`config.mk`:
```
export PLATFORM = sky130hd
export DESIGN_NAME = rr_mux_arbiter_4x1
export DESIGN_NICKNAME = d
export VERILOG_FILES = /design/src/rtl/rr_mux_arbiter_4x1.sv
export SDC_FILE = /design/constraint.sdc
export NUM_CORES = 1
export LEC_CHECK = 0
export BUFFER_PORTS_ARGS = -buffer_cell sky130_fd_sc_hd__buf_4
export CAP_MARGIN = 25
export CORE_MARGIN = 5
export CORE_UTILIZATION = 45
export CTS_CLUSTER_DIAMETER = 50
export CTS_CLUSTER_SIZE = 10
export DETAILED_ROUTE_END_ITERATION = 12
export GPL_ROUTABILITY_DRIVEN = 0
export PLACE_DENSITY = 0.82
export SLEW_MARGIN = 20
export SYNTH_ARGS = -nofsm -noshare
export SYNTH_HDL_FRONTEND = slang
export SYNTH_SLANG_ARGS = --single-unit
```
`constraint.sdc`:
```
create_clock -name clk -period 2.1 [get_ports clk]
set_input_delay 0.525 -clock clk [delete_from_list [all_inputs] [get_ports clk]]
set_output_delay 0.525 -clock clk [all_outputs]
set_load 0.05 [all_outputs]
```
`src/rtl/rr_mux_arbiter_4x1.sv`:
```
// rr_mux_arbiter_4x1: round-robin arbiter driving a shared 4:1 data mux into a
// 1-deep registered output stage drained with out_valid/out_ready.
// Optional feature macro: ARB_BURST_EN (lets the previous winner keep priority
// for up to MAX_BURST consecutive loads). Default build is pure round robin.
module rr_mux_arbiter_4x1 #(
  parameter int BITS      = 4,
  parameter int MAX_BURST = 4
) (
  input  logic            clk,
  input  logic            rst,
  input  logic [3:0]      req,
  input  logic [BITS-1:0] in0,
  input  logic [BITS-1:0] in1,
  input  logic [BITS-1:0] in2,
  input  logic [BITS-1:0] in3,
  output logic [3:0]      grant,
  output logic [1:0]      sel,
  output logic [BITS-1:0] out,
  output logic            out_valid,
  input  logic            out_ready
);

  if (MAX_BURST < 1 || MAX_BURST > 255) begin : g_bad_max_burst
    $error("rr_mux_arbiter_4x1: MAX_BURST must be in 1..255");
  end

  logic [BITS-1:0] out_q;
  logic [1:0]      sel_q;
  logic            vld_q;
  logic [1:0]      last_q;

  logic            can_load;
  logic            win_found;
  logic [1:0]      win_idx;
  logic            load;
  logic [BITS-1:0] mux_d;

`ifdef ARB_BURST_EN
  logic [7:0]      burst_cnt_q;
  logic            sticky_q;
  logic [7:0]      burst_cnt_d;
  logic            sticky_d;
`endif

  assign can_load = !vld_q || out_ready;
  assign load     = can_load && win_found;

  // Pick the winner: held burst owner first (if enabled), else scan from last+1.
  always_comb begin
    logic [1:0] idx;
    win_found = 1'b0;
    win_idx   = last_q;
    idx       = 2'd0;
`ifdef ARB_BURST_EN
    if (sticky_q && req[last_q]) begin
      win_found = 1'b1;
      win_idx   = last_q;
    end
`endif
    for (int k = 1; k <= 4; k++) begin
      idx = last_q + 2'(k);
      if (!win_found && req[idx]) begin
        win_found = 1'b1;
        win_idx   = idx;
      end
    end
  end

  // One-hot grant, suppressed while in reset or when the stage cannot load.
  always_comb begin
    grant = 4'b0000;
    if (!rst && load) grant = 4'b0001 << win_idx;
  end

  // Shared datapath mux steered by the current winner.
  always_comb begin
    mux_d = in0;
    case (win_idx)
      2'd0: mux_d = in0;
      2'd1: mux_d = in1;
      2'd2: mux_d = in2;
      2'd3: mux_d = in3;
      default: mux_d = in0;
    endcase
  end

  // Output stage and round-robin pointer.
  always_ff @(posedge clk) begin
    if (rst) begin
      out_q  <= '0;
      sel_q  <= 2'd0;
      vld_q  <= 1'b0;
      last_q <= 2'd3;
    end else if (load) begin
      out_q  <= mux_d;
      sel_q  <= win_idx;
      vld_q  <= 1'b1;
      last_q <= win_idx;
    end else if (vld_q && out_ready) begin
      vld_q  <= 1'b0;
    end
  end

`ifdef ARB_BURST_EN
  // Burst bookkeeping: sticky_q marks that the last winner may repeat; burst_cnt_q
  // counts repeats so far. Hitting MAX_BURST-1 repeats ends the burst.
  always_comb begin
    burst_cnt_d = burst_cnt_q;
    sticky_d    = sticky_q;
    if (load) begin
      burst_cnt_d = (sticky_q && (win_idx == last_q)) ? burst_cnt_q + 8'd1 : 8'd0;
      if (burst_cnt_d == 8'(MAX_BURST - 1)) begin
        burst_cnt_d = 8'd0;
        sticky_d    = 1'b0;
      end else begin
        sticky_d    = 1'b1;
      end
    end
  end

  // Burst state register.
  always_ff @(posedge clk) begin
    if (rst) begin
      burst_cnt_q <= 8'd0;
      sticky_q    <= 1'b0;
    end else begin
      burst_cnt_q <= burst_cnt_d;
      sticky_q    <= sticky_d;
    end
  end
`endif

  assign out       = out_q;
  assign sel       = sel_q;
  assign out_valid = vld_q;

endmodule

```
# Word-level counts from Yosys, hierarchy flattened
# Cells that the tools add are included.
[word_totals] output_inout_bits=11 inputBits=23 ff_bits=9 wordCells=49
[classes] n_reduce_logical=14 shifts=1 addsub=3 n_eq_ne=3 n_lt_le_gt_ge=4 mux=20
[ops] cell="case mux 4 bit (4 select lines)" n=1
[ops] cell="less-than comparator 2 x 3 -> 1 bit (second input constant)" n=4
[ops] cell="2-to-1 mux 1 bit" n=10
[ops] cell="binary-select mux 1 bit (select 2 bit)" n=4
[ops] cell="2-to-1 mux 2 bit" n=4
[ops] cell="logical AND 1 bit" n=6
[ops] cell="zero test 1 bit" n=5
[ops] cell="adder 2 bit (second input constant)" n=2
[ops] cell="== test 2 bit (second input constant)" n=2
[ops] cell="2-to-1 mux 4 bit" n=1
[ops] cell="<< shifter 1 x 2 -> 4 bit (first input constant)" n=1
[ops] cell="adder 2 x 1 -> 2 bit (second input constant)" n=1
[ops] cell="== test 2 x 1 -> 1 bit (second input constant)" n=1
[ops] cell="zero test 2 bit" n=1
[ops] cell="nonzero test 2 bit" n=1
[ops] cell="logical OR 1 bit" n=1

# Depth between registers and ports, before layout
# Gate-level depths: netlist of run 1.
[depth] depth_word=16 depth_mapped=6 ltp_nobuf=4

# Least setup slack after synthesis of run 1
# Ideal clock, no wire load.
[synth_path] path_type="input -> output" from="input req[1]" to="output grant[3]" t_required_ps=1575 path_stages=5 slack_ps=-644 n_path_buf=1 t_arrival_ps=2219 path_cell_list="or3b_1 -> o31a_1 -> buf_2 -> and2_4 -> nor4_2"
[synth_between] elab_chain_cells=15 word_cells_on_any_way=26 classes_between="shift (1); mux (17); reduce/logical (8)"
[synth_rtl] item="start, declared" line_no="11" source="input logic [3:0] req,"
[synth_rtl] item="binary-select mux 1 bit (select 2 bit)" line_no="62" source="if (!win_found && req[idx]) begin"
[synth_rtl] item="2-to-1 mux 1 bit (implied by the code)" line_no="62"
[synth_rtl] item="2-to-1 mux 1 bit" line_no="62"
[synth_rtl] item="zero test 1 bit" line_no="62"
[synth_rtl] item="logical AND 1 bit" line_no="62"
[synth_rtl] item="2-to-1 mux 1 bit" line_no="62"
[synth_rtl] item="zero test 1 bit" line_no="62"
[synth_rtl] item="logical AND 1 bit" line_no="62"
[synth_rtl] item="2-to-1 mux 1 bit" line_no="62"
[synth_rtl] item="zero test 1 bit" line_no="62"
[synth_rtl] item="logical AND 1 bit" line_no="62"
[synth_rtl] item="2-to-1 mux 1 bit" line_no="62"
[synth_rtl] item="logical AND 1 bit" line_no="46" source="assign load = can_load && win_found;"
[synth_rtl] item="logical AND 1 bit" line_no="72" source="if (!rst && load) grant = 4'b0001 << win_idx;"
[synth_rtl] item="2-to-1 mux 4 bit *" line_no="72"
[synth_rtl] item="end, declared" line_no="16" source="output logic [3:0] grant,"
# Every way passes the cells marked *; elsewhere a longest branch is shown, timed or not. The select of a mux whose other input is x is not followed.

# Worst setup path in the final report of run 1
[layout_path] from="register last_q[1]" to="output grant[1]"
[layout_between] elab_chain_cells=16 word_cells_on_any_way=29 classes_between="add/sub (3); shift (1); mux (17); reduce/logical (8)"
[layout_rtl] item="start, declared" line_no="30" source="logic [1:0] last_q;"
[layout_rtl] item="start signal, assigned" line_no="98" source="last_q <= win_idx;"
[layout_rtl] item="adder 2 x 1 -> 2 bit" line_no="61" source="idx = last_q + 2'(k);"
[layout_rtl] item="binary-select mux 1 bit (select 2 bit)" line_no="62"
[layout_rtl] item="2-to-1 mux 1 bit (implied by the code)" line_no="62"
[layout_rtl] item="2-to-1 mux 1 bit" line_no="62"
[layout_rtl] item="zero test 1 bit" line_no="62"
[layout_rtl] item="logical AND 1 bit" line_no="62"
[layout_rtl] item="2-to-1 mux 1 bit" line_no="62"
[layout_rtl] item="zero test 1 bit" line_no="62"
[layout_rtl] item="logical AND 1 bit" line_no="62"
[layout_rtl] item="2-to-1 mux 1 bit" line_no="62"
[layout_rtl] item="zero test 1 bit" line_no="62"
[layout_rtl] item="logical AND 1 bit" line_no="62"
[layout_rtl] item="2-to-1 mux 1 bit" line_no="62"
[layout_rtl] item="logical AND 1 bit" line_no="46"
[layout_rtl] item="logical AND 1 bit" line_no="72"
[layout_rtl] item="2-to-1 mux 4 bit *" line_no="72"
# Marked as above.

==> impl_results.html, run 1 <==
<table>
<tr><th>Metric</th><th>Value</th></tr>
<tr><th colspan="2">Floorplan</th></tr>
<tr><td>Starting Density</td><td>0.486</td></tr>
<tr><td>Floorplan die area</td><td>2610 sq um</td></tr>
<tr><td>Die boundary height</td><td>51.1 um</td></tr>
<tr><td>Floorplan core area</td><td>1560 sq um</td></tr>
<tr><td># rows</td><td>14</td></tr>
<tr><td>Boundary Pins</td><td>34</td></tr>
<tr><td>Chip Width</td><td>51.1 um</td></tr>
<tr><th colspan="2">Synthesis</th></tr>
<tr><td>Total nets after synthesis</td><td>113</td></tr>
<tr><td>Asr flop ratio synth</td><td>0</td></tr>
<tr><td>Synth Instances</td><td>90</td></tr>
<tr><td>Fraction of post-synthesis cell area in the top cell type by area</td><td>0.238</td></tr>
<tr><td>Number of synthesized flops with an enable pin</td><td>0</td></tr>
<tr><td>Number of unique standard cell types used by synthesis</td><td>35</td></tr>
<tr><td>Top cell types by occurrence after synthesis</td><td>9 x sky130_fd_sc_hd__dfxtp_1, 9 x sky130_fd_sc_hd__inv_1, 8 x sky130_fd_sc_hd__a211oi_1, 8 x sky130_fd_sc_hd__a32oi_1, 6 x sky130_fd_sc_hd__nor2_1</td></tr>
<tr><td>Share of the yosys chip area belonging to registers</td><td>0.238</td></tr>
<tr><td>Netlist area before placement</td><td>758 sq um</td></tr>
<tr><td>Most used flip-flop cell after synthesis</td><td>sky130_fd_sc_hd__dfxtp_1</td></tr>
<tr><td>Avg Cell Area, Syn</td><td>8.42 sq um</td></tr>
<tr><td>Library cell occupying the most area in the post-synthesis netlist</td><td>sky130_fd_sc_hd__dfxtp_1</td></tr>
<tr><td>Flip-flop and latch count after synthesis</td><td>9</td></tr>
<tr><td>Synth top area cells</td><td>sky130_fd_sc_hd__dfxtp_1 24%, sky130_fd_sc_hd__a32oi_1 9.2%, sky130_fd_sc_hd__a211oi_1 7.9%</td></tr>
<tr><td>Synth Warn #</td><td>0</td></tr>
<tr><th colspan="2">Global route</th></tr>
<tr><td>Grt met2 use</td><td>0.343</td></tr>
<tr><td>Number of antenna violations at the first check in global routing</td><td>0</td></tr>
<tr><td>GR Layer Usage met3</td><td>0.0378</td></tr>
<tr><td>Maximum number of pins on one net before global-route repair</td><td>12</td></tr>
<tr><td>Global-route total usage across every layer</td><td>0.202</td></tr>
<tr><td>GR Layer Usage met1</td><td>0.236</td></tr>
<tr><td>Wire length of the first global-routing pass</td><td>4.05 mm</td></tr>
<tr><td>Most used routing layer</td><td>met2</td></tr>
<tr><td>Vias in the first global route</td><td>908</td></tr>
<tr><td>GR Overflow Total</td><td>0</td></tr>
<tr><th colspan="2">Setup path</th></tr>
<tr><td>Critical path depth</td><td>6</td></tr>
<tr><td>Max stage delay cell, worst path</td><td>sky130_fd_sc_hd__or3b_1</td></tr>
<tr><td>Max incr delay on CP</td><td>0.35 ns</td></tr>
<tr><td>Critical path start-end classification</td><td>flip-flop to primary output</td></tr>
<tr><td>R2r startpoint</td><td>last_q[1]$_SDFFE_PP1N_</td></tr>
<tr><td>Kind of cell adding the most delay to the critical path</td><td>simple AND/OR/NAND/NOR gates</td></tr>
<tr><td>Maximum fanout count along the critical path</td><td>6</td></tr>
<tr><td>Cell-by-cell listing of the critical path</td><td>buf_6 -&gt; or3b_1 -&gt; o31a_1 -&gt; and2_4 -&gt; and3b_2 -&gt; buf_8</td></tr>
<tr><td>Setup crit start kind</td><td>flip-flop</td></tr>
<tr><td>Critical path startpoint</td><td>last_q[1]$_SDFFE_PP1N_</td></tr>
<tr><td>CP required</td><td>1.57 ns</td></tr>
<tr><td>Arrival time worst endpoint</td><td>1.74 ns</td></tr>
<tr><td>Critical Path End Type</td><td>primary output</td></tr>
<tr><td>Buffers plus inverters on the worst setup path</td><td>2</td></tr>
<tr><td>Worst Reg2Reg Path Length in Cells</td><td>8</td></tr>
<tr><th colspan="2">Run status</th></tr>
<tr><td>Violations in the final reports</td><td>negative setup slack</td></tr>
<tr><td>Outcome</td><td>finished with violations</td></tr>
<tr><th colspan="2">Drt</th></tr>
<tr><td>Number of remaining DRC errors</td><td>0</td></tr>
<tr><td>1st-iter DRT viols</td><td>23</td></tr>
<tr><td>Total number of vias</td><td>959</td></tr>
<tr><td>First-pass detailed-route iteration total</td><td>4</td></tr>
<tr><td>Wirelength per Cell</td><td>15.6 um</td></tr>
<tr><td>Vias per cell</td><td>5.99</td></tr>
<tr><td>Number of nets still failing antenna checks after routing</td><td>0</td></tr>
<tr><td>Total detailed-routing wirelength</td><td>2.50 mm</td></tr>
<tr><th colspan="2">Pwr</th></tr>
<tr><td>Internal power</td><td>0.451 mW</td></tr>
<tr><td>Clock network fraction of design power</td><td>0.171</td></tr>
<tr><td>Proportion of total power due to net switching</td><td>0.406</td></tr>
<tr><td>Combinational power share</td><td>0.549</td></tr>
<tr><td>Sw power</td><td>0.308 mW</td></tr>
<tr><td>Reg power frac</td><td>0.280</td></tr>
<tr><td>Total power</td><td>0.759 mW</td></tr>
<tr><td>Power per cell area</td><td>614 nW/um^2</td></tr>
<tr><td>Highest ir drop seen on vdd</td><td>502 uV</td></tr>
<tr><td>Leakage power of the design</td><td>0.572 nW</td></tr>
<tr><th colspan="2">Placement</th></tr>
<tr><td>Placed Area</td><td>1130 sq um</td></tr>
<tr><td>Post-detailed-placement half-perimeter wirelength</td><td>1.84 mm</td></tr>
<tr><td>IO buf count</td><td>33</td></tr>
<tr><th colspan="2">Timing</th></tr>
<tr><td>Actual transition at the worst max-transition pin</td><td>0.615 ns</td></tr>
<tr><td>Highest achievable clock rate</td><td>442 MHz</td></tr>
<tr><td>Final worst setup slack</td><td>-0.161 ns</td></tr>
<tr><td>Sum of negative setup slack</td><td>-0.557 ns</td></tr>
<tr><td>Period utilisation layout</td><td>1.08</td></tr>
<tr><td>Final Hold Viols</td><td>0</td></tr>
<tr><td>Slew margin rel.</td><td>0.587</td></tr>
<tr><td>Setup Viol. Count Final</td><td>4</td></tr>
<tr><td>Unrepaired setup endpoints after global routing</td><td>true</td></tr>
<tr><td>Worst Hold Margin</td><td>0.507 ns</td></tr>
<tr><td>Count of pins over their slew limit</td><td>0</td></tr>
<tr><td>Clock Skews</td><td>0.00207 ns</td></tr>
<tr><td>Final critical delay including setup and external delays</td><td>2.26 ns</td></tr>
<tr><th colspan="2">Final layout</th></tr>
<tr><td>Core utilization of the finished layout</td><td>0.792</td></tr>
<tr><td>Final non-filler cell area</td><td>1230 sq um</td></tr>
<tr><td>Area delta synth-&gt;final</td><td>62.9%</td></tr>
<tr><td>Antenna diode instance count</td><td>0</td></tr>
<tr><td>Layout cells sized above 1</td><td>0.507</td></tr>
<tr><td>NumNets Final</td><td>168</td></tr>
<tr><th colspan="2">Flow run</th></tr>
<tr><td>Maximum capacitance violations</td><td>0</td></tr>
<tr><th colspan="2">CTS</th></tr>
<tr><td>Register clock-pin slew on the reported worst setup and hold paths</td><td>0.06 ns</td></tr>
<tr><td>Clock tree buffer depth</td><td>2</td></tr>
<tr><td>Maximum level of the CTS H-tree</td><td>1</td></tr>
<tr><td>TritonCTS buffer count</td><td>3</td></tr>
<tr><td>Master cell of the clock root buffer</td><td>sky130_fd_sc_hd__clkbuf_4</td></tr>
<tr><td>Clock latency of the later-clocked register in the worst-skew pair</td><td>0.26 ns</td></tr>
<tr><td>Number of sinks on the clock net</td><td>9</td></tr>
<tr><td>Clock tree from TritonCTS</td><td>yes</td></tr>
<tr><th colspan="2">Min path</th></tr>
<tr><td>Worst hold path type</td><td>flip-flop to flip-flop</td></tr>
<tr><td>Instance count along the most critical hold path</td><td>2</td></tr>
<tr><td>Worst hold path startpoint</td><td>sel[0]$_SDFFE_PP0N_</td></tr>
</table>
per-stage QoR:
stage	worst slack, ns	std cells
final	-0.161	160
after global routing	-0.215	160
after CTS	-0.157	159
after detailed placement	-0.280	151
after global placement	-0.207	151
after floorplan	-0.220	90
sequential cells by signal, indices dropped and copies added, names as in the netlist:
signal     cells
out            4
sel            2
last_q         2
out_valid      1
worst min-delay path, stage by stage (launching register included):
cell and delay [ns]:
sky130_fd_sc_hd__dfxtp_1 0.31, sky130_fd_sc_hd__nor2_1 0.10, sky130_fd_sc_hd__nor3_1 0.05
cells by family (layout without fill, tap and decap cells):
family                 Yosys count  after routing  synth area share
flip-flops                       9              9             0.238
AO/OA/AOI/OAI                   32             32             0.356
buffers and inverters           15             69             0.101
AND/OR/NAND/NOR                 34             34             0.305
area by class of cell:
cell class / instances / area (sq um)
Multi-Input combinational cell: 66 / 531
Timing Repair Buffer: 56 / 443
Fill cell: 98 / 324
Sequential cell: 9 / 181
Inverter: 9 / 33.8
Clock buffer: 4 / 26.3
Tap cell: 16 / 20.0
layout by cell type (no fill, tap or decap), types with 2 or more instances in the layout:
cell type and instances:
sky130_fd_sc_hd__a211oi_1 8, sky130_fd_sc_hd__a21oi_1 3, sky130_fd_sc_hd__a32oi_1 8, sky130_fd_sc_hd__and3_2 2
sky130_fd_sc_hd__buf_4 51, sky130_fd_sc_hd__buf_6 4, sky130_fd_sc_hd__clkbuf_4 3, sky130_fd_sc_hd__dfxtp_1 8
sky130_fd_sc_hd__inv_1 9, sky130_fd_sc_hd__nand2_1 3, sky130_fd_sc_hd__nand2b_1 3, sky130_fd_sc_hd__nand3b_1 4
sky130_fd_sc_hd__nor2_1 6, sky130_fd_sc_hd__nor2b_1 3, sky130_fd_sc_hd__nor3_1 2, sky130_fd_sc_hd__nor3_4 2
sky130_fd_sc_hd__o21ai_1 2, sky130_fd_sc_hd__o221ai_1 4
path summary, 6_finish.rpt:
path / to / slack (ns)
setup / recovery: grant[1] / -0.16
hold / removal: sel[0]$_SDFFE_PP0N_ / 0.51
setup reg to reg: out[2]$_SDFFE_PP0N_ / 0.18
hold reg to reg: sel[0]$_SDFFE_PP0N_ / 0.51
power groups by stage:
stage	clock [mW]	sequential, mW	combinational, mW
after floorplan	0	0.273	0.183
after global placement	0	0.212	0.367
after detailed placement	0	0.213	0.376
after CTS	0.138	0.211	0.402
after global routing	0.148	0.214	0.441
final	0.130	0.212	0.417
metal layers:
metal | wire length, um | part of all wire
met2 | 1250 | 0.50
met4 | 77 | 0.031
met1 | 986 | 0.39
met5 | 0 | 0
met3 | 180 | 0.072
what timing repair did:
action / CTS / global route
gates resized for setup: 8 / 2
hold buffers: 0 / 0
buffers inserted: 4 / 1
setup endpoints to repair: 4 / 4
pin swaps: 1 / 1
Note: power is estimated with default switching activity, not from simulation.
==> run 2: changes to the inputs <==
--- a/config.mk
+++ b/config.mk
@@ -8,12 +8,13 @@
 export BUFFER_PORTS_ARGS = -buffer_cell sky130_fd_sc_hd__buf_4
 export CAP_MARGIN = 25
 export CORE_MARGIN = 5
-export CORE_UTILIZATION = 45
-export CTS_CLUSTER_DIAMETER = 50
+export CORE_UTILIZATION = 35
+export CTS_CLUSTER_DIAMETER = 30
 export CTS_CLUSTER_SIZE = 10
 export DETAILED_ROUTE_END_ITERATION = 12
 export GPL_ROUTABILITY_DRIVEN = 0
-export PLACE_DENSITY = 0.82
+export PLACE_DENSITY = 0.67
+export SETUP_SLACK_MARGIN = 0.15
 export SLEW_MARGIN = 20
 export SYNTH_ARGS = -nofsm -noshare
 export SYNTH_HDL_FRONTEND = slang
==> run 2 against run 1 <==
The flow still finishes with violations (negative setup slack). Non-clock buffer count down 1. Worst setup slack better by 0.061 ns. Global-route usage down 4.9 points. Die area up 23%. Design area up 3.2%. Combinational power about the same. Power about the same. Worst hold slack worse by 0.0020 ns. Flip-flop and latch count unchanged. Via count down 6.6%. Critical path depth unchanged. Largest power group unchanged.
==> impl_results.html, run 2 (synthesis results as in run 1) <==
<table>
<tr><th>Metric</th><th>Value</th></tr>
<tr><th colspan="2">Timing</th></tr>
<tr><td>Worst Hold Margin</td><td>0.505 ns</td></tr>
<tr><td>Setup Viol. Count Final</td><td>4</td></tr>
<tr><td>Actual transition at the worst max-transition pin</td><td>0.533 ns</td></tr>
<tr><td>Unrepaired setup endpoints after global routing</td><td>true</td></tr>
<tr><td>Period utilisation layout</td><td>1.05</td></tr>
<tr><td>Count of pins over their slew limit</td><td>0</td></tr>
<tr><td>Clock Skews</td><td>0.00172 ns</td></tr>
<tr><td>Final Hold Viols</td><td>0</td></tr>
<tr><td>Highest achievable clock rate</td><td>455 MHz</td></tr>
<tr><td>Slew margin rel.</td><td>0.642</td></tr>
<tr><td>Final worst setup slack</td><td>-0.100 ns</td></tr>
<tr><td>Final critical delay including setup and external delays</td><td>2.20 ns</td></tr>
<tr><th colspan="2">Drt</th></tr>
<tr><td>Number of nets still failing antenna checks after routing</td><td>0</td></tr>
<tr><td>Total number of vias</td><td>896</td></tr>
<tr><td>First-pass detailed-route iteration total</td><td>4</td></tr>
<tr><td>Number of remaining DRC errors</td><td>0</td></tr>
<tr><td>Vias per cell</td><td>5.27</td></tr>
<tr><td>Total detailed-routing wirelength</td><td>2.35 mm</td></tr>
<tr><td>Wirelength per Cell</td><td>13.8 um</td></tr>
<tr><td>1st-iter DRT viols</td><td>25</td></tr>
<tr><th colspan="2">Pwr</th></tr>
<tr><td>Combinational power share</td><td>0.553</td></tr>
<tr><td>Proportion of total power due to net switching</td><td>0.399</td></tr>
<tr><td>Highest ir drop seen on vdd</td><td>469 uV</td></tr>
<tr><td>Power per cell area</td><td>595 nW/um^2</td></tr>
<tr><td>Reg power frac</td><td>0.278</td></tr>
<tr><td>Internal power</td><td>0.456 mW</td></tr>
<tr><td>Sw power</td><td>0.303 mW</td></tr>
<tr><td>Leakage power of the design</td><td>0.576 nW</td></tr>
<tr><td>Clock network fraction of design power</td><td>0.169</td></tr>
<tr><th colspan="2">Setup path</th></tr>
<tr><td>Setup crit start kind</td><td>input pin</td></tr>
<tr><td>Max incr delay on CP</td><td>0.38 ns</td></tr>
<tr><td>Max stage delay cell, worst path</td><td>sky130_fd_sc_hd__or3b_1</td></tr>
<tr><td>Kind of cell adding the most delay to the critical path</td><td>simple AND/OR/NAND/NOR gates</td></tr>
<tr><td>Crit-path most repeated cell</td><td>sky130_fd_sc_hd__buf_8</td></tr>
<tr><td>Arrival time worst endpoint</td><td>1.68 ns</td></tr>
<tr><td>Critical path start-end classification</td><td>input pin to primary output</td></tr>
<tr><td>Cell-by-cell listing of the critical path</td><td>buf_8 -&gt; or3b_1 -&gt; o31a_1 -&gt; and2_4 -&gt; and3b_2 -&gt; buf_8</td></tr>
<tr><td>Maximum fanout count along the critical path</td><td>5</td></tr>
<tr><td>Critical Path End Type</td><td>primary output</td></tr>
<tr><td>Buffers plus inverters on the worst setup path</td><td>2</td></tr>
<tr><td>CP required</td><td>1.57 ns</td></tr>
<tr><th colspan="2">CTS</th></tr>
<tr><td>Clock tree buffer depth</td><td>2</td></tr>
<tr><td>Master cell of the clock root buffer</td><td>sky130_fd_sc_hd__clkbuf_4</td></tr>
<tr><td>Clock latency of the later-clocked register in the worst-skew pair</td><td>0.25 ns</td></tr>
<tr><td>Number of sinks on the clock net</td><td>9</td></tr>
<tr><td>Clock tree from TritonCTS</td><td>yes</td></tr>
<tr><td>Register clock-pin slew on the reported worst setup and hold paths</td><td>0.06 ns</td></tr>
<tr><td>Maximum level of the CTS H-tree</td><td>1</td></tr>
<tr><td>TritonCTS buffer count</td><td>3</td></tr>
<tr><th colspan="2">Global route</th></tr>
<tr><td>Wire length of the first global-routing pass</td><td>4.02 mm</td></tr>
<tr><td>Global-route total usage across every layer</td><td>0.153</td></tr>
<tr><td>Vias in the first global route</td><td>920</td></tr>
<tr><td>Maximum number of pins on one net before global-route repair</td><td>12</td></tr>
<tr><td>GR Overflow Total</td><td>0</td></tr>
<tr><td>Number of antenna violations at the first check in global routing</td><td>0</td></tr>
<tr><th colspan="2">Min path</th></tr>
<tr><td>Worst hold path type</td><td>flip-flop to flip-flop</td></tr>
<tr><th colspan="2">Placement</th></tr>
<tr><td>Post-Place Cells</td><td>160</td></tr>
<tr><td>Placed Area</td><td>1150 sq um</td></tr>
<tr><td>Post-detailed-placement half-perimeter wirelength</td><td>1.84 mm</td></tr>
<tr><td>IO buf count</td><td>33</td></tr>
<tr><th colspan="2">Floorplan</th></tr>
<tr><td>Boundary Pins</td><td>34</td></tr>
<tr><td>Die boundary height</td><td>56.5 um</td></tr>
<tr><td>Floorplan core area</td><td>2020 sq um</td></tr>
<tr><td>Floorplan die area</td><td>3200 sq um</td></tr>
<tr><td>Starting Density</td><td>0.375</td></tr>
<tr><td>Chip Width</td><td>56.5 um</td></tr>
<tr><td># rows</td><td>16</td></tr>
<tr><th colspan="2">Run status</th></tr>
<tr><td>Outcome</td><td>finished with violations</td></tr>
<tr><td>Violations in the final reports</td><td>negative setup slack</td></tr>
<tr><th colspan="2">Final layout</th></tr>
<tr><td>Antenna diode instance count</td><td>0</td></tr>
<tr><td>NumNets Final</td><td>167</td></tr>
<tr><td>Layout cells sized above 1</td><td>0.524</td></tr>
<tr><td>Final Instance Count excl. Fillers</td><td>170</td></tr>
<tr><td>Most frequent standard cell in the layout excluding fill and tap cells</td><td>sky130_fd_sc_hd__buf_4</td></tr>
<tr><td>Number of flip-flops in the largest register</td><td>4</td></tr>
<tr><td>Most used cells in the layout excluding fill and tap cells</td><td>49 x sky130_fd_sc_hd__buf_4, 9 x sky130_fd_sc_hd__inv_1, 8 x sky130_fd_sc_hd__a211oi_1, 8 x sky130_fd_sc_hd__a32oi_1, 8 x sky130_fd_sc_hd__dfxtp_1</td></tr>
<tr><td>Final non-filler cell area</td><td>1270 sq um</td></tr>
<tr><td>Area delta synth-&gt;final</td><td>68.2%</td></tr>
<tr><td>Core utilization of the finished layout</td><td>0.631</td></tr>
<tr><th colspan="2">Flow run</th></tr>
<tr><td>Maximum capacitance violations</td><td>0</td></tr>
</table>
## run 2: what timing repair did
action	4_1_cts	5_1_grt
setup endpoints to repair	4	4
resized for setup	11	3
pin swaps	3	1
hold buffers	0	0
buffers inserted	6	0
## run 2: cell type report
class	count	area [sq um]
fillers	171	747
multi-input cells	66	551
flip-flops and latches	9	184
well taps	27	33.8
clock buffers	4	26.3
repair buffers	55	447
inverters	9	33.8
## run 2: layer usage
metal / track usage / share of wire / vias up
met4: 0.0712 / 0.013 / 0
met2: 0.239 / 0.49 / 25
li1: - / - / 456
met1: 0.192 / 0.43 / 411
met5: 0 / 0 / -
met3: 0.0436 / 0.062 / 4
## run 2: stage by stage
stage,worst slack (ns),total power [mW],setup TNS (ns)
after floorplan,-0.212,0.464,-0.444
after global placement,-0.135,0.588,-0.493
after detailed placement,-0.165,0.593,-0.599
after CTS,-0.118,0.759,-0.357
after global routing,-0.159,0.809,-0.575
final,-0.100,0.759,-0.289
## run 2: worst paths after layout
path	start	to	slack (ns)	cells past startpoint
worst min-delay path	sel[0]$_SDFFE_PP0N_	sel[0]$_SDFFE_PP0N_	0.51	2
worst max-delay path	req[1]	grant[1]	-0.10	6
worst max register to register	last_q[1]$_SDFFE_PP1N_	out[0]$_SDFFE_PP0N_	0.28	8
worst min register to register	sel[0]$_SDFFE_PP0N_	sel[0]$_SDFFE_PP0N_	0.51	2
## run 2: worst reg2reg max path: stages, from the launching register on
cell and delay, ns:
sky130_fd_sc_hd__dfxtp_4 0.36, sky130_fd_sc_hd__buf_4 0.13, sky130_fd_sc_hd__buf_4 0.12, sky130_fd_sc_hd__nand2_2 0.06, sky130_fd_sc_hd__a21oi_2 0.07, sky130_fd_sc_hd__buf_4 0.13, sky130_fd_sc_hd__buf_4 0.13, sky130_fd_sc_hd__or4b_4 0.50
sky130_fd_sc_hd__o221ai_1 0.22
## run 2: power by group through the flow
| stage | sequential, mW | clock, mW | combinational (mW) |
|---|---|---|---|
| 2_1_floorplan | 0.273 | 0 | 0.191 |
| 5_1_grt | 0.215 | 0.146 | 0.448 |
| 3_3_place_gp | 0.214 | 0 | 0.374 |
| 4_1_cts | 0.211 | 0.135 | 0.414 |
| 3_5_place_dp | 0.214 | 0 | 0.379 |
| 6_report | 0.211 | 0.128 | 0.419 |
==> run 3: changes to the inputs <==
--- a/config.mk
+++ b/config.mk
@@ -9,6 +9,7 @@
 export CAP_MARGIN = 25
 export CORE_MARGIN = 5
 export CORE_UTILIZATION = 35
+export CTS_BUF_LIST = sky130_fd_sc_hd__clkbuf_16
 export CTS_CLUSTER_DIAMETER = 30
 export CTS_CLUSTER_SIZE = 10
 export DETAILED_ROUTE_END_ITERATION = 12
==> run 3 against run 2 <==
First-iteration DRC count fell by 8.0%. The run still ends with negative setup slack left. Final cell count fell by 1.8%. Clock power rose to 2.5 times the previous value. Core utilization rose by 0.99 points. Power rose by 24%. Wire length fell by 1.9%.
==> impl_results.html, run 3 (synthesis results as in run 1) <==
<table>
<tr><th>Metric</th><th>Value</th></tr>
<tr><th colspan="2">Run status</th></tr>
<tr><td>Outcome</td><td>finished with violations</td></tr>
<tr><td>Violations in the final reports</td><td>negative setup slack</td></tr>
<tr><th colspan="2">Final layout</th></tr>
<tr><td>Final Instance Count excl. Fillers</td><td>167</td></tr>
<tr><td>Final non-filler cell area</td><td>1290 sq um</td></tr>
<tr><td>Core utilization of the finished layout</td><td>0.640</td></tr>
<tr><td>Most frequent standard cell in the layout excluding fill and tap cells</td><td>sky130_fd_sc_hd__buf_4</td></tr>
<tr><td>Most used cells in the layout excluding fill and tap cells</td><td>46 x sky130_fd_sc_hd__buf_4, 10 x sky130_fd_sc_hd__inv_1, 8 x sky130_fd_sc_hd__a211oi_1, 8 x sky130_fd_sc_hd__a32oi_1, 8 x sky130_fd_sc_hd__dfxtp_1</td></tr>
<tr><td>Count of filler cells inserted in the layout</td><td>165</td></tr>
<tr><td>Antenna diode instance count</td><td>0</td></tr>
<tr><td>NumNets Final</td><td>164</td></tr>
<tr><td>Number of flip-flops in the largest register</td><td>4</td></tr>
<tr><td>Layout cells sized above 1</td><td>0.514</td></tr>
<tr><td>Area delta synth-&gt;final</td><td>70.8%</td></tr>
<tr><th colspan="2">Floorplan</th></tr>
<tr><td>Floorplan core area</td><td>2020 sq um</td></tr>
<tr><td>Boundary Pins</td><td>34</td></tr>
<tr><td>Chip Width</td><td>56.5 um</td></tr>
<tr><td>Floorplan die area</td><td>3200 sq um</td></tr>
<tr><td>Die boundary height</td><td>56.5 um</td></tr>
<tr><td># rows</td><td>16</td></tr>
<tr><td>Starting Density</td><td>0.375</td></tr>
<tr><th colspan="2">Pwr</th></tr>
<tr><td>Internal power</td><td>0.622 mW</td></tr>
<tr><td>Leakage power of the design</td><td>0.585 nW</td></tr>
<tr><td>Clock network fraction of design power</td><td>0.345</td></tr>
<tr><td>Total power</td><td>0.941 mW</td></tr>
<tr><td>Combinational power share</td><td>0.429</td></tr>
<tr><td>Highest ir drop seen on vdd</td><td>750 uV</td></tr>
<tr><td>Proportion of total power due to net switching</td><td>0.339</td></tr>
<tr><td>Power per cell area</td><td>726 nW/um^2</td></tr>
<tr><td>Reg power frac</td><td>0.226</td></tr>
<tr><td>Sw power</td><td>0.319 mW</td></tr>
<tr><th colspan="2">CTS</th></tr>
<tr><td>Clock tree buffer depth</td><td>2</td></tr>
<tr><td>Number of sinks on the clock net</td><td>9</td></tr>
<tr><td>TritonCTS buffer count</td><td>3</td></tr>
<tr><td>Clock latency of the later-clocked register in the worst-skew pair</td><td>0.23 ns</td></tr>
<tr><td>Register clock-pin slew on the reported worst setup and hold paths</td><td>0.04 ns</td></tr>
<tr><td>Number of hold buffers added after CTS</td><td>0</td></tr>
<tr><td>Master cell of the clock root buffer</td><td>sky130_fd_sc_hd__clkbuf_16</td></tr>
<tr><td>Maximum level of the CTS H-tree</td><td>1</td></tr>
<tr><td>Clock tree from TritonCTS</td><td>yes</td></tr>
<tr><th colspan="2">Global route</th></tr>
<tr><td>Maximum number of pins on one net before global-route repair</td><td>12</td></tr>
<tr><td>Global-route total usage across every layer</td><td>0.153</td></tr>
<tr><td>GR Overflow Total</td><td>0</td></tr>
<tr><td>Wire length of the first global-routing pass</td><td>4.02 mm</td></tr>
<tr><td>Number of antenna violations at the first check in global routing</td><td>0</td></tr>
<tr><td>Vias in the first global route</td><td>895</td></tr>
<tr><th colspan="2">Drt</th></tr>
<tr><td>Total number of vias</td><td>871</td></tr>
<tr><td>Vias per cell</td><td>5.22</td></tr>
<tr><td>Total detailed-routing wirelength</td><td>2.31 mm</td></tr>
<tr><td>Number of nets still failing antenna checks after routing</td><td>0</td></tr>
<tr><td>Number of remaining DRC errors</td><td>0</td></tr>
<tr><td>1st-iter DRT viols</td><td>23</td></tr>
<tr><td>First-pass detailed-route iteration total</td><td>4</td></tr>
<tr><td>Wirelength per Cell</td><td>13.8 um</td></tr>
<tr><th colspan="2">Timing</th></tr>
<tr><td>Final Hold Viols</td><td>0</td></tr>
<tr><td>Worst Hold Margin</td><td>0.502 ns</td></tr>
<tr><td>Setup Viol. Count Final</td><td>4</td></tr>
<tr><td>Sum of negative setup slack</td><td>-0.241 ns</td></tr>
<tr><td>Count of pins over their slew limit</td><td>0</td></tr>
<tr><td>Final worst setup slack</td><td>-0.0887 ns</td></tr>
<tr><td>Slew margin rel.</td><td>0.645</td></tr>
<tr><td>Actual transition at the worst max-transition pin</td><td>0.530 ns</td></tr>
<tr><td>Final critical delay including setup and external delays</td><td>2.19 ns</td></tr>
<tr><td>Unrepaired setup endpoints after global routing</td><td>true</td></tr>
<tr><td>Highest achievable clock rate</td><td>457 MHz</td></tr>
<tr><td>Clock Skews</td><td>0.000511 ns</td></tr>
<tr><td>Period utilisation layout</td><td>1.04</td></tr>
<tr><th colspan="2">Setup path</th></tr>
<tr><td>Critical Path End Type</td><td>primary output</td></tr>
<tr><td>Arrival time worst endpoint</td><td>1.66 ns</td></tr>
<tr><td>CP required</td><td>1.57 ns</td></tr>
<tr><td>Setup crit start kind</td><td>input pin</td></tr>
<tr><td>Maximum fanout count along the critical path</td><td>5</td></tr>
<tr><td>Critical path start-end classification</td><td>input pin to primary output</td></tr>
<tr><th colspan="2">Flow run</th></tr>
<tr><td>Maximum capacitance violations</td><td>0</td></tr>
<tr><th colspan="2">Placement</th></tr>
<tr><td>Post-Place Cells</td><td>160</td></tr>
<tr><td>Post-detailed-placement half-perimeter wirelength</td><td>1.84 mm</td></tr>
<tr><td>IO buf count</td><td>33</td></tr>
<tr><td>Setup Slack @ Placement</td><td>-0.165 ns</td></tr>
<tr><td>Placed Area</td><td>1150 sq um</td></tr>
<tr><th colspan="2">Min path</th></tr>
<tr><td>Worst hold path type</td><td>flip-flop to flip-flop</td></tr>
</table>
==> run 3: cell count changes in the layout (fill, tap and decap cells not counted), sizes merged <==
cell / change
inv: +1
buf: -3
clkbuf: -1
==> run 3: final timing paths <==
path,end,depth (start not counted),from,slack (ns)
worst max-delay path,grant[1],6,req[1],-0.09
worst min-delay path,sel[0]$_SDFFE_PP0N_,2,sel[0]$_SDFFE_PP0N_,0.50
worst max register to register,out[1]$_SDFFE_PP0N_,6,last_q[1]$_SDFFE_PP1N_,0.40
worst min register to register,sel[0]$_SDFFE_PP0N_,2,sel[0]$_SDFFE_PP0N_,0.50
==> run 3: power groups by stage <==
stage                     sequential (mW)  combinational, mW  clock (mW)
after floorplan                     0.273              0.191           0
after global placement              0.214              0.374           0
after detailed placement            0.214              0.379           0
after CTS                           0.212              0.401       0.337
after global routing                0.217              0.431       0.346
final                               0.213              0.403       0.325
==> run 3: critical path, cell delays in order <==
cell	delay [ns]
sky130_fd_sc_hd__buf_8	0.08
sky130_fd_sc_hd__or2b_4	0.28
sky130_fd_sc_hd__a32oi_4	0.21
sky130_fd_sc_hd__and2_4	0.22
sky130_fd_sc_hd__and3b_2	0.21
sky130_fd_sc_hd__buf_8	0.14
==> run 3: per-layer routing <==
layer	GRT usage	up-vias	share of wire
met5	0	-	0
met4	0.0678	0	0.011
met3	0.0321	2	0.065
met2	0.241	27	0.49
met1	0.198	392	0.43
li1	-	450	-
==> run 3: repair_timing <==
action / in CTS / in global routing
gates resized for setup: 10 / 2
endpoints found under the setup margin: 4 / 4
pin swaps: 5 / 1
hold endpoints to repair: 0 / 0
setup buffers: 3 / 0
==> run 3: layout make-up <==
cell class / count / area [sq um] / share of cell area
Timing Repair Buffer: 52 / 424 / 0.328
Multi-Input combinational cell: 66 / 543 / 0.419
Inverter: 9 / 33.8 / 0.0261
Tap cell: 27 / 33.8 / 0.0261
Clock buffer: 3 / 75.1 / 0.0580
Clock inverter: 1 / 3.75 / 0.00290
Sequential cell: 9 / 181 / 0.140
